===== config.mk =====
export PLATFORM = sky130hd
export DESIGN_NAME = cam_pixel_sequencer_flat
export DESIGN_NICKNAME = d
export VERILOG_FILES = /design/src/rtl/cam_pixel_sequencer_if.sv /design/src/rtl/cam_pixel_sequencer.sv /design/src/flat_wrapper.sv
export SDC_FILE = /design/constraint.sdc
export NUM_CORES = 1
export LEC_CHECK = 0
export CAP_MARGIN = 20
export CORE_ASPECT_RATIO = 1.75
export CORE_MARGIN = 2
export CORE_UTILIZATION = 53
export DETAILED_ROUTE_END_ITERATION = 6
export PLACE_DENSITY = 0.76
export RECOVER_POWER = 50
export SLEW_MARGIN = 20
export SYNTH_ARGS = -nofsm -noshare
export SYNTH_HDL_FRONTEND = slang
export SYNTH_SLANG_ARGS = --single-unit

===== constraint.sdc =====
create_clock -name clk -period 5.4 [get_ports clk]
set_clock_uncertainty 0.15 [all_clocks]
set_input_delay 1.08 -clock clk [delete_from_list [all_inputs] [get_ports clk]]
set_output_delay 1.08 -clock clk [all_outputs]
set_load 0.1 [all_outputs]

===== src/rtl/cam_pixel_sequencer_if.sv =====
// ----------------------------------------------------------------------------
// cam_pixel_sequencer_if : camera byte port, sample stream and status bundle
// Optional: CAM_SEQ_STATS_EN adds frame_count/drop_count.   Rev 1.0
// ----------------------------------------------------------------------------
`default_nettype none

interface cam_pixel_sequencer_if;
  logic       capture_en;
  logic       continuous;
  logic       cam_vsync;
  logic       cam_href;
  logic       cam_byte_valid;
  logic [7:0] cam_data;
  logic       out_ready;
  logic       out_valid;
  logic [7:0] data;
  logic [9:0] row;
  logic [9:0] col;
  logic [1:0] YUV;
  logic       frame_done;
  logic       overflow;
  logic       line_err;
  logic       busy;
`ifdef CAM_SEQ_STATS_EN
  logic [15:0] frame_count;
  logic [15:0] drop_count;
`endif

  modport master (
`ifdef CAM_SEQ_STATS_EN
    output frame_count, drop_count,
`endif
    input  capture_en, continuous, cam_vsync, cam_href, cam_byte_valid, cam_data, out_ready,
    output out_valid, data, row, col, YUV, frame_done, overflow, line_err, busy
  );

  modport slave (
`ifdef CAM_SEQ_STATS_EN
    input  frame_count, drop_count,
`endif
    output capture_en, continuous, cam_vsync, cam_href, cam_byte_valid, cam_data, out_ready,
    input  out_valid, data, row, col, YUV, frame_done, overflow, line_err, busy
  );
endinterface

`default_nettype wire


===== src/rtl/cam_pixel_sequencer.sv =====
// ----------------------------------------------------------------------------
// cam_pixel_sequencer : frames YUYV camera bytes into row/col/plane samples
// Optional: CAM_SEQ_STATS_EN adds frame and drop counters.   Rev 1.0
// ----------------------------------------------------------------------------
`default_nettype none

module cam_pixel_sequencer #(
  parameter int H_ACTIVE   = 640,
  parameter int V_ACTIVE   = 480,
  parameter int FIFO_DEPTH = 4
) (
  input  logic                  clk,
  input  logic                  reset,
  cam_pixel_sequencer_if.master bus
);

  localparam int AW = $clog2(FIFO_DEPTH);
  localparam int CW = AW + 1;
  localparam int BW = $clog2(2 * H_ACTIVE + 1);
  localparam logic [BW-1:0] LINE_BYTES = BW'(2 * H_ACTIVE);
  localparam logic [9:0]    ROWS       = 10'(V_ACTIVE);
  localparam logic [CW-1:0] DEPTH      = CW'(FIFO_DEPTH);

  typedef enum logic [2:0] {
    S_IDLE      = 3'd0,
    S_WAIT_VS   = 3'd1,
    S_WAIT_LINE = 3'd2,
    S_LINE      = 3'd3,
    S_DONE      = 3'd4
  } state_t;

  typedef struct packed {
    logic [7:0] data;
    logic [9:0] row;
    logic [9:0] col;
    logic [1:0] yuv;
  } sample_t;

  state_t        state_q, state_d;
  logic [9:0]    row_q, row_d;
  logic [BW-1:0] cnt_q, cnt_d;
  logic          overflow_q, overflow_d;
  logic          line_err_q, line_err_d;
  logic          frame_done_q, frame_done_d;
  logic          vs_q, vs_prev_q, href_q, href_prev_q;

  sample_t       mem_q [FIFO_DEPTH];
  logic [AW-1:0] wr_ptr_q, rd_ptr_q;
  logic [CW-1:0] count_q;

  logic    w_vs_rise, w_vs_fall, w_href_rise, w_href_fall;
  logic    w_byte, w_in_range, w_take, w_gen, w_extra;
  logic    w_pop, w_full, w_push, w_drop;
  sample_t w_sample;

  always_ff @(posedge clk or posedge reset) begin
    if (reset) begin
      vs_q        <= 1'b0;
      vs_prev_q   <= 1'b0;
      href_q      <= 1'b0;
      href_prev_q <= 1'b0;
    end else begin
      vs_q        <= bus.cam_vsync;
      vs_prev_q   <= vs_q;
      href_q      <= bus.cam_href;
      href_prev_q <= href_q;
    end
  end

  assign w_vs_rise   =  vs_q & ~vs_prev_q;
  assign w_vs_fall   = ~vs_q &  vs_prev_q;
  assign w_href_rise =  href_q & ~href_prev_q;
  assign w_href_fall = ~href_q &  href_prev_q;

  // Line counters are cleared at line end, so a byte arriving with the raw
  // HREF rise (before the registered edge is seen) is taken as byte 0.
  assign w_byte     = bus.cam_byte_valid & bus.cam_href;
  assign w_in_range = (row_q < ROWS);
  assign w_take     = w_byte && w_in_range && !w_vs_rise &&
                      ((state_q == S_LINE && !w_href_fall) ||
                       (state_q == S_WAIT_LINE && !href_prev_q));
  assign w_gen      = w_take && (cnt_q != LINE_BYTES);
  assign w_extra    = w_take && (cnt_q == LINE_BYTES);

  assign w_pop  = (count_q != '0) && bus.out_ready;
  assign w_full = (count_q == DEPTH);
  assign w_push = w_gen && (!w_full || w_pop);
  assign w_drop = w_gen && w_full && !w_pop;

  always_comb begin
    w_sample.data = bus.cam_data;
    w_sample.row  = row_q;
    w_sample.yuv  = (cnt_q[1:0] == 2'd1) ? 2'b01 :
                    (cnt_q[1:0] == 2'd3) ? 2'b10 : 2'b00;
    w_sample.col  = cnt_q[0] ? 10'(cnt_q >> 2) : 10'(cnt_q >> 1);
  end

  always_comb begin
    state_d      = state_q;
    row_d        = row_q;
    cnt_d        = cnt_q;
    overflow_d   = overflow_q;
    line_err_d   = line_err_q;
    frame_done_d = 1'b0;
    case (state_q)
      S_IDLE: begin
        if (bus.capture_en) begin
          overflow_d = 1'b0;
          line_err_d = 1'b0;
          state_d    = S_WAIT_VS;
        end
      end
      S_WAIT_VS: begin
        if (w_vs_fall) begin
          row_d   = '0;
          cnt_d   = '0;
          state_d = S_WAIT_LINE;
        end
      end
      S_WAIT_LINE: begin
        if (w_vs_rise)        state_d = S_DONE;
        else if (w_href_rise) state_d = S_LINE;
      end
      S_LINE: begin
        if (w_vs_rise) begin
          line_err_d = 1'b1;
          state_d    = S_DONE;
        end else if (w_href_fall) begin
          if (w_in_range) begin
            if (cnt_q != LINE_BYTES) line_err_d = 1'b1;
            row_d = row_q + 10'd1;
          end
          cnt_d   = '0;
          state_d = S_WAIT_LINE;
        end
      end
      S_DONE: begin
        if (count_q == '0) begin
          frame_done_d = 1'b1;
          state_d      = bus.continuous ? S_WAIT_VS : S_IDLE;
        end
      end
      default: state_d = S_IDLE;
    endcase
    // Tag counters advance on every in-line byte, dropped or not.
    if (w_gen)   cnt_d      = cnt_q + 1'b1;
    if (w_extra) line_err_d = 1'b1;
    if (w_drop)  overflow_d = 1'b1;
  end

  always_ff @(posedge clk or posedge reset) begin
    if (reset) begin
      state_q      <= S_IDLE;
      row_q        <= '0;
      cnt_q        <= '0;
      overflow_q   <= 1'b0;
      line_err_q   <= 1'b0;
      frame_done_q <= 1'b0;
    end else begin
      state_q      <= state_d;
      row_q        <= row_d;
      cnt_q        <= cnt_d;
      overflow_q   <= overflow_d;
      line_err_q   <= line_err_d;
      frame_done_q <= frame_done_d;
    end
  end

  always_ff @(posedge clk or posedge reset) begin
    if (reset) begin
      wr_ptr_q <= '0;
      rd_ptr_q <= '0;
      count_q  <= '0;
      for (int i = 0; i < FIFO_DEPTH; i++) mem_q[i] <= '0;
    end else begin
      if (w_push) begin
        mem_q[wr_ptr_q] <= w_sample;
        wr_ptr_q        <= wr_ptr_q + 1'b1;
      end
      if (w_pop) rd_ptr_q <= rd_ptr_q + 1'b1;
      if (w_push && !w_pop)      count_q <= count_q + 1'b1;
      else if (!w_push && w_pop) count_q <= count_q - 1'b1;
    end
  end

  assign bus.out_valid  = (count_q != '0);
  assign bus.data       = mem_q[rd_ptr_q].data;
  assign bus.row        = mem_q[rd_ptr_q].row;
  assign bus.col        = mem_q[rd_ptr_q].col;
  assign bus.YUV        = mem_q[rd_ptr_q].yuv;
  assign bus.frame_done = frame_done_q;
  assign bus.overflow   = overflow_q;
  assign bus.line_err   = line_err_q;
  assign bus.busy       = (state_q != S_IDLE);

`ifdef CAM_SEQ_STATS_EN
  logic [15:0] frame_count_q, drop_count_q;

  always_ff @(posedge clk or posedge reset) begin
    if (reset) begin
      frame_count_q <= '0;
      drop_count_q  <= '0;
    end else begin
      if (frame_done_d) frame_count_q <= frame_count_q + 16'd1;
      if (w_drop && drop_count_q != 16'hFFFF) drop_count_q <= drop_count_q + 16'd1;
    end
  end

  assign bus.frame_count = frame_count_q;
  assign bus.drop_count  = drop_count_q;
`else
  // Statistics counters not built.
`endif

endmodule

`default_nettype wire


===== src/flat_wrapper.sv =====
// flat-port wrapper written by rule: the top's interface ports become plain ports
module cam_pixel_sequencer_flat 
#(
  parameter int H_ACTIVE   = 640,
  parameter int V_ACTIVE   = 480,
  parameter int FIFO_DEPTH = 4
)
  (clk, reset, bus_capture_en, bus_continuous, bus_cam_vsync, bus_cam_href, bus_cam_byte_valid, bus_cam_data, bus_out_ready, bus_out_valid, bus_data, bus_row, bus_col, bus_YUV, bus_frame_done, bus_overflow, bus_line_err, bus_busy);
  cam_pixel_sequencer_if bus_i ();
  input  logic clk;
  input  logic reset;
  input wire logic [$bits(bus_i.capture_en)-1:0] bus_capture_en;
  input wire logic [$bits(bus_i.continuous)-1:0] bus_continuous;
  input wire logic [$bits(bus_i.cam_vsync)-1:0] bus_cam_vsync;
  input wire logic [$bits(bus_i.cam_href)-1:0] bus_cam_href;
  input wire logic [$bits(bus_i.cam_byte_valid)-1:0] bus_cam_byte_valid;
  input wire logic [$bits(bus_i.cam_data)-1:0] bus_cam_data;
  input wire logic [$bits(bus_i.out_ready)-1:0] bus_out_ready;
  output wire logic [$bits(bus_i.out_valid)-1:0] bus_out_valid;
  output wire logic [$bits(bus_i.data)-1:0] bus_data;
  output wire logic [$bits(bus_i.row)-1:0] bus_row;
  output wire logic [$bits(bus_i.col)-1:0] bus_col;
  output wire logic [$bits(bus_i.YUV)-1:0] bus_YUV;
  output wire logic [$bits(bus_i.frame_done)-1:0] bus_frame_done;
  output wire logic [$bits(bus_i.overflow)-1:0] bus_overflow;
  output wire logic [$bits(bus_i.line_err)-1:0] bus_line_err;
  output wire logic [$bits(bus_i.busy)-1:0] bus_busy;
  assign bus_i.capture_en = bus_capture_en;
  assign bus_i.continuous = bus_continuous;
  assign bus_i.cam_vsync = bus_cam_vsync;
  assign bus_i.cam_href = bus_cam_href;
  assign bus_i.cam_byte_valid = bus_cam_byte_valid;
  assign bus_i.cam_data = bus_cam_data;
  assign bus_i.out_ready = bus_out_ready;
  assign bus_out_valid = bus_i.out_valid;
  assign bus_data = bus_i.data;
  assign bus_row = bus_i.row;
  assign bus_col = bus_i.col;
  assign bus_YUV = bus_i.YUV;
  assign bus_frame_done = bus_i.frame_done;
  assign bus_overflow = bus_i.overflow;
  assign bus_line_err = bus_i.line_err;
  assign bus_busy = bus_i.busy;
  cam_pixel_sequencer #(.H_ACTIVE(H_ACTIVE), .V_ACTIVE(V_ACTIVE), .FIFO_DEPTH(FIFO_DEPTH)) u_core (.clk(clk), .reset(reset), .bus(bus_i));
endmodule

Yosys cells after proc, flatten, opt, wreduce, memory -nomap -nowiden
Index checks and enable logic that the tools add are counted.
{"block": "classes", "addsub": 6, "n_lt_le_gt_ge": 4, "n_eq_ne": 24, "n_mux": 41, "bitwise_logic": 11, "n_reduce_logical": 37}
{"cell": "120-bit bitwise mux", "count": 1}
{"cell": "30-bit 2-to-1 mux", "count": 3}
{"cell": "30-bit binary-select mux with 2-bit select", "count": 1}
{"cell": "30-bit demux with 2-bit select", "count": 1}
{"cell": "10-bit 2-to-1 mux", "count": 5}
{"cell": "11-bit 2-to-1 mux", "count": 4}
{"cell": "3-bit 2-to-1 mux", "count": 9}
{"cell": "11-bit one-hot mux with 2 select lines", "count": 1}
{"cell": "10-bit one-hot mux with 2 select lines", "count": 1}
{"cell": "3-bit one-hot mux with 5 select lines", "count": 1}
{"cell": "5-bit AND reduction", "count": 3}
{"cell": "1-bit logical AND", "count": 14}
{"cell": "3-bit by 1-bit != test with 1-bit output, second input constant", "count": 4}
{"cell": "3-bit nonzero test", "count": 4}
{"cell": "11-bit by 1-bit adder with 11-bit output, second input constant", "count": 1}
{"cell": "11-bit equality test, second input constant", "count": 1}
{"cell": "1-bit 2-to-1 mux", "count": 11}
{"cell": "11-bit != test, second input constant", "count": 1}
{"cell": "10-bit by 1-bit adder with 10-bit output, second input constant", "count": 1}
{"cell": "10-bit by 9-bit < comparator with 1-bit output, second input constant", "count": 1}
{"cell": "2-bit by 1-bit != test with 1-bit output, second input constant", "count": 4}
{"cell": "4-bit by 1-bit != test with 1-bit output, second input constant", "count": 2}
{"cell": "2-bit nonzero test", "count": 4}
{"cell": "3-bit by 2-bit equality test with 1-bit output, second input constant", "count": 2}
{"cell": "23 further kinds", "count": 43}
{"block": "totals", "ff_bits": 158, "input_bits": 16, "output_inout_bits": 35, "wordCells": 152}

Logic depth before layout (Yosys ltp)
Gate-level depths: netlist (run 1).
{"block": "logic_depth", "word_depth": 12, "depth_mapped": 12, "depth_no_buf": 11}

Worst setup path after synthesis (run 1)
OpenSTA, ideal clock, no wires.
{"block": "synth_path", "path_type": "register to output", "start": "register u_core.rd_ptr_q[0]", "end": "output port bus_data[6]", "t_arrival_ns": 2.044, "t_required_ns": 4.170, "slack_ns": 2.126, "path_stages_with_launch": 5, "n_path_buf": 3, "path_cell_list": "dfrtp_1 -> clkbuf_1 -> clkbuf_1 -> clkbuf_1 -> mux4_2"}
{"block": "synth_between", "elab_chain_cells": 4}
{"element": "start, declared", "line": "cam_pixel_sequencer.sv:48", "source": "logic [AW-1:0] wr_ptr_q, rd_ptr_q;"}
{"element": "start signal, assigned", "line": "cam_pixel_sequencer.sv:180", "source": "if (w_pop) rd_ptr_q <= rd_ptr_q + 1'b1;"}
{"element": "2-bit inverter with 3-bit output (not written as such)", "line": "cam_pixel_sequencer.sv:187", "source": "assign bus.data = mem_q[rd_ptr_q].data;"}
{"element": "30-bit binary-select mux with 2-bit select", "line": "cam_pixel_sequencer.sv:187"}
{"element": "30-bit 2-to-1 mux (not written as such) (2 in a row)", "line": "cam_pixel_sequencer.sv:187"}
{"element": "end, declared", "line": "flat_wrapper.sv:20", "source": "output wire logic [$bits(bus_i.data)-1:0] bus_data;"}
No other way between the ends. The select of a mux whose other input is x is not followed.

Worst setup path in the final report (run 1)
{"block": "layout_path", "start": "register u_core.rd_ptr_q[0]", "end": "output port bus_data[3]"}
The elaborated chain is that of the path after synthesis.

==> results of run 1 <==
==> sequential cells by signal, indices dropped and copies added (netlist names), 2 cells and up <==
signal / cells
u_core.cnt_q: 11
u_core.state_q: 3
u_core.mem_q: 120
u_core.count_q: 3
u_core.rd_ptr_q: 2
u_core.row_q: 10
u_core.wr_ptr_q: 2
==> power groups by stage <==
stage	logic [W]	registers, W	clock network [W]
after floorplan	0.00114	0.00153	0
after global placement	0.00136	0.00158	0
after detailed placement	0.00139	0.00159	0
after CTS	0.00139	0.00158	0.00121
after global routing	0.00146	0.00161	0.00127
final	0.00138	0.00158	0.00120
==> how the worst max path moves through the flow <==
stage,start,to,slack [ns]
2_1_floorplan,u_core.rd_ptr_q[0]$_DFFE_PP0P_,bus_data[6],2.13
3_3_place_gp,u_core.rd_ptr_q[0]$_DFFE_PP0P_,bus_data[3],1.59
3_5_place_dp,u_core.rd_ptr_q[0]$_DFFE_PP0P_,bus_data[3],1.56
4_1_cts,u_core.rd_ptr_q[0]$_DFFE_PP0P_,bus_data[3],1.11
5_1_grt,u_core.rd_ptr_q[0]$_DFFE_PP0P_,bus_data[3],1.06
6_report,u_core.rd_ptr_q[0]$_DFFE_PP0P_,bus_data[3],1.14
==> worst reg2reg max path, delay by kind of cell, from the launching register on <==
| family | cells | cell delay (ns) |
|---|---|---|
| flip-flops | 1 | 1.03 |
| XOR/XNOR | 2 | 0.33 |
| adder cells (fa/ha/maj) | 3 | 0.88 |
| AND/OR/NAND/NOR | 4 | 0.89 |
| buffers and inverters | 2 | 0.22 |
==> synthesized netlist by cell type (all sizes together) (6+ instances only) <==
library cell,instances,area (um2)
a21oi,13,65.1
and2,9,61.3
and3,8,50.1
buf,15,161
clkbuf,20,75.1
dfrtp,158,3950
ha,9,113
inv,8,30.0
mux2,108,1430
mux2i,10,100
mux4,30,676
nand2,27,101
nand3,11,60.1
nor2,24,90.1
nor2b,9,56.3
o21ai,23,115
xor2,6,52.6
==> stage by stage <==
| step | hold slack (ns) | std cells | total power (W) | util, % |
|---|---|---|---|---|
| 2_1_floorplan | 0.239 | 539 | 0.00266 | - |
| 3_3_place_gp | 0.257 | 741 | 0.00294 | 57.4 |
| 3_5_place_dp | 0.265 | 741 | 0.00298 | 57.4 |
| 4_1_cts | 0.280 | 773 | 0.00418 | 61.6 |
| 5_1_grt | 0.293 | 773 | 0.00433 | 61.5 |
| 6_report | 0.275 | 773 | 0.00415 | 61.5 |
==> area by class of cell <==
type	instances	area share [%]
Tap cell	180	2.58
Sequential cell	158	45.2
Clock inverter	14	1.70
Timing Repair Buffer	57	5.90
Clock buffer	18	5.02
Inverter	8	0.386
Multi-Input combinational cell	338	39.2
==> routing by layer <==
| layer | wire length, um | vias to the layer above | GRT usage [%] | part of all wire (%) |
|---|---|---|---|---|
| li1 | - | 2052 | - | - |
| met1 | 6300 | 2384 | 27.3 | 41 |
| met2 | 8290 | 79 | 37.2 | 54 |
| met3 | 423 | 24 | 4.21 | 2.8 |
| met4 | 289 | 0 | 7.31 | 1.9 |
| met5 | 0 | - | 0 | 0 |
==> cells by family (layout without fill, tap and decap cells) <==
group / count (synthesis) / in the layout
buf+inv: 43 / 97
mux: 148 / 148
xor+xnor: 11 / 11
simple gates: 114 / 114
flops: 158 / 158
compound gates: 55 / 55
fa+ha+maj: 10 / 10
==> metrics.txt, run 1 <==
cell with the largest stage delay on the worst path=clkdlybuf4s50_1; Fill cells=1,123; layout cells sized above 1=33.2%; CP bufs+invs=2; internal power=0.00257 W; Post-Syn Nets=565; root buffer cell=clkbuf_16; Reg-to-Reg End=u_core.count_q[2]$_DFFE_PP0P_; Antenna Cells=0; residual DRC count=0; row count=58; Mean Syn Cell Area=14.2 um2; H-tree Lvls=4; die width=94.8 um; post-synthesis sequential area ratio=51.7%; Worst R2R Setup Slack=1.81 ns; core footprint=14,200 um2; status=finished with violations; Combinational Power Share=33.2%; via count=4,539; switching share of power=38.0%; Final period util=78.9%; vias per cell=5.87; RSZ-0062 raised after global routing=false; TritonRoute pass-1 iters=4; first-pass GRT wire length=25.6 mm; violated checks=max-capacitance violations, max-slew violations; mux cell area share after synthesis=28.9%; largest net degree at the start of global routing=159; placed inst area=8170 um2; CP endpoint kind=primary output; clock latency on the worst-skew pair=0.42 ns; Least-Margin Pin Slew=2.09 ns; Post-CTS Setup Inserts=0; XOR/XNOR Fraction of Synth Area=1.26%; complex-gate fraction of the synthesized area=4.81%; Final Cell Area=8740 um2; most common cell after layout, fill and taps aside=dfrtp_1; Post-Syn Area=7640 um2; Post-Synth Simple-Gate Area=8.09%; cts bufs inserted=17; Switch Pwr=0.00158 W; Boundary Pins=51; Net count, final=606; Mapped Cells=539; starting DRC count in detailed routing=288; Synth Area in Adders=1.73%; I/O Buffers=50; multi-input logic area=3420 um2; clock-pin slew on the worst setup and hold paths=0.07 ns; register area=3960 um2; CTS sink cnt=158; Tmin final=4.26 ns; Max Freq=235 MHz; Post-CTS Hold Buffers=0; crit start category=flop; antenna viol nets, final=0; peak supply drop=0.376 mV; Most used DFF post-synth=dfrtp_1; PostCTS Resize Cnt=0; Hold Crit Start=u_core.vs_q$_DFF_PP0_; Hold WC Path Type=flop to flop; Worst R2R Start=u_core.cnt_q[0]$_DFFE_PP0P_; largest family of logic cells by synthesized area=multiplexers; Max-slew headroom=-39.6%; Top delay family on crit path=buffers and inverters; Pins Over Slew Limit=159; setup TNS=0 ns; final WL=15.3 mm; largest stage delay on the critical path=0.99 ns; Vert. Die Dim=163 um; data required time at the worst endpoint=4.17 ns; PD cells=475 nW/um2; Yosys warning count=0; wire length per cell=19.8 um; die area=15,400 um2; Placer Congestion=0.826; Worst Hold Depth=0; area grow syn2layout=14.4%; synth unique cells=51; hold worst-path end=u_core.vs_prev_q$_DFF_PP0_; final hold vios=0; synthesis-stage register bit count=158; Initial Util=53.7%; Total GRT Usage=21.7%; reg2reg path depth=11; largest buffer count on any clock path=2; antenna violations before repair=0; CTS tree=built; setup violators final=0; ys async rst share=100%; setup ws final=1.14 ns; crit path max fanout=19; EDFF count, synth=0; most frequent cells in the layout=dfrtp_1, mux2_4, mux2_2; vias in the first global route=4,955; Flop pwr share=38.0%; WP data arrival=3.03 ns; worst setup path category=flop to primary output; pre-CTS WS=1.56 ns; Post-DP HPWL=9.66 mm; part of the power in the clock network=28.8%; crit-path cells=buf_4 -> mux4_2 -> clkdlybuf4s50_1; Leak=4.04 nW; CP Depth=3; grt total ovfl=0; max_cap viols=1
Power figures use the tool's default switching activity.
==> inputs of run 2 (changes only) <==
CORE_UTILIZATION = 55   (was 53)
PLACE_DENSITY = 0.75   (was 0.76)
clock period = 4 ns   (was 5.4 ns; I/O delays follow)
==> metrics.txt, run 2 (synthesis gave the netlist of run 1 again) <==
most common cell after layout, fill and taps aside=dfrtp_1; antenna violations before repair=0 (unchanged); core footprint=13,800 um2 (-3.2%); WHS=0.272 ns (-0.00324 ns); worst setup path category=flop to primary output; Max-slew headroom=-20.1% (+20 points); wire length per cell=19.7 um (-0.54%); Net count, final=616 (+1.7%); I/O Buffers=50 (unchanged); grt total ovfl=0 (unchanged); largest buffer count on any clock path=2 (unchanged); Flop pwr share=38.1% (about the same); Antenna Cells=0 (unchanged); Least-Margin Pin Slew=1.79 ns (-0.303 ns); max_cap viols=1 (unchanged); row count=57 (-1.7%); CTS tree=built; area grow syn2layout=14.9%; vias per cell=5.84 (-0.50%); starting DRC count in detailed routing=391 (+36%); CTS sink cnt=158 (unchanged); Total GRT Usage=22.7% (+0.99 points); PD cells=626 nW/um2 (+32%); setup TNS=0 ns (unchanged); Max Freq=297 MHz; WP data arrival=2.42 ns (-0.61 ns); RSZ-0062 raised after global routing=false; die area=14,900 um2 (-3.5%); internal power=0.00340 W (+32%); final WL=15.4 mm (+0.36%); final hold vios=0 (unchanged); Switch Pwr=0.00210 W (+33%); Largest regs=u_core.mem_q: 120 flops, u_core.cnt_q: 11 flops, u_core.row_q: 10 flops; TritonRoute pass-1 iters=4 (unchanged); largest net degree at the start of global routing=42 (-74%); part of the power in the clock network=27.2% (-1.6 points); Initial Util=55.5% (+1.8 points); max FFs per register=120 (unchanged); Biggest register=u_core.mem_q; multi-input logic area=3420 um2 (unchanged); Post-CTS Setup Inserts=0 (unchanged); cts bufs inserted=17 (unchanged); status=finished with violations; setup violators final=0 (unchanged); PostCTS Resize Cnt=0 (unchanged); CP endpoint kind=primary output; H-tree Lvls=4 (unchanged); Leak=4.09 nW (+1.5%); Pins Over Slew Limit=42 (-74%); clock latency on the worst-skew pair=0.42 ns (about the same); residual DRC count=0 (unchanged); register area=3960 um2 (unchanged); Hold WC Path Type=flop to flop; clock-pin slew on the worst setup and hold paths=0.06 ns (about the same); root buffer cell=clkbuf_16; Fill cells=1,000 (-11%); Post-DP HPWL=10.4 mm (+7.3%); layout cells sized above 1=36.3% (+3.1 points); violated checks=max-capacitance violations, max-slew violations; die width=93.1 um (-1.8%); data required time at the worst endpoint=3.05 ns (-1.12 ns); Boundary Pins=51 (unchanged); Vert. Die Dim=160 um (-1.8%); via count=4,557 (+0.40%); peak supply drop=0.377 mV (about the same); Post-CTS Hold Buffers=0 (unchanged); vias in the first global route=4,945 (-0.20%); crit path max fanout=4 (-15); antenna viol nets, final=0 (unchanged); Placer Congestion=0.843 (+2.1%); Final Util=63.8% (+2.3 points); Final period util=84.2%; most frequent cells in the layout=dfrtp_1, mux2_4, mux2_2; Tmin final=3.37 ns; crit start category=flop; Combinational Power Share=34.7% (+1.5 points); switching share of power=38.2% (+0.21 points); first-pass GRT wire length=26.1 mm (+2.1%)
## run 2: cell count changes in the layout (fill, tap and decap cells not counted), sizes merged
cell           delta
clkbuf            +5
inv               -4
clkdlybuf4s50    -13
clkinvlp          +4
dlygate4sd3       -2
buf              +21
bufinv            -1
## run 2: final cells by class
cell class,instances,area share [%]
clock inverters,13,1.21
repair buffers,67,6.84
inverters,8,0.356
multi-input cells,338,39.0
clock buffers,19,5.04
well taps,177,2.52
flip-flops and latches,158,45.0
## run 2: layer usage
layer	part of all wire (%)	up-vias	GRT usage (%)
met3	2.5	22	4.25
met4	2.0	0	8.22
met1	41	2395	28.7
li1	-	2063	-
met5	0	-	0
met2	54	77	38.7
## run 2: critical path, stage by stage (launching register included)
cell and delay [ns]:
dfrtp_1 0.43, nor3_1 0.37, inv_1 0.20, clkdlybuf4s50_1 1.01
## run 2: power groups by stage
stage | Combinational, W | Sequential, W | Clock [W]
global route | 0.00202 | 0.00213 | 0.00160
finish | 0.00191 | 0.00210 | 0.00149
CTS | 0.00194 | 0.00209 | 0.00152
global placement | 0.00189 | 0.00210 | 0
detailed placement | 0.00193 | 0.00212 | 0
floorplan | 0.00154 | 0.00206 | 0
## run 2: stage by stage
step                      std cells  cell area, um2  total power [W]  setup slack, ns
final                           780            8780          0.00550            0.630
after global routing            780            8780          0.00575            0.325
after CTS                       780            8810          0.00555            0.596
after detailed placement        748            8260          0.00405            0.491
after global placement          748            8260          0.00399            0.569
after floorplan                 539            7650          0.00360             1.01
## run 2: worst paths after layout
path / startpoint / endpoint / slack (ns) / cells after the start
min in group asynchronous: reset / u_core.mem_q[85]$_DFFE_PP0P_ / 1.15 / 2
hold reg to reg: u_core.vs_q$_DFF_PP0_ / u_core.vs_prev_q$_DFF_PP0_ / 0.27 / 0
setup / recovery: u_core.count_q[0]$_DFFE_PP0P_ / bus_out_valid / 0.63 / 3
max in group asynchronous: reset / u_core.rd_ptr_q[1]$_DFFE_PP0P_ / 0.83 / 3
setup reg to reg: u_core.state_q[2]$_DFFE_PP0P_ / u_core.count_q[2]$_DFFE_PP0P_ / 1.05 / 9
hold / removal: u_core.vs_q$_DFF_PP0_ / u_core.vs_prev_q$_DFF_PP0_ / 0.27 / 0
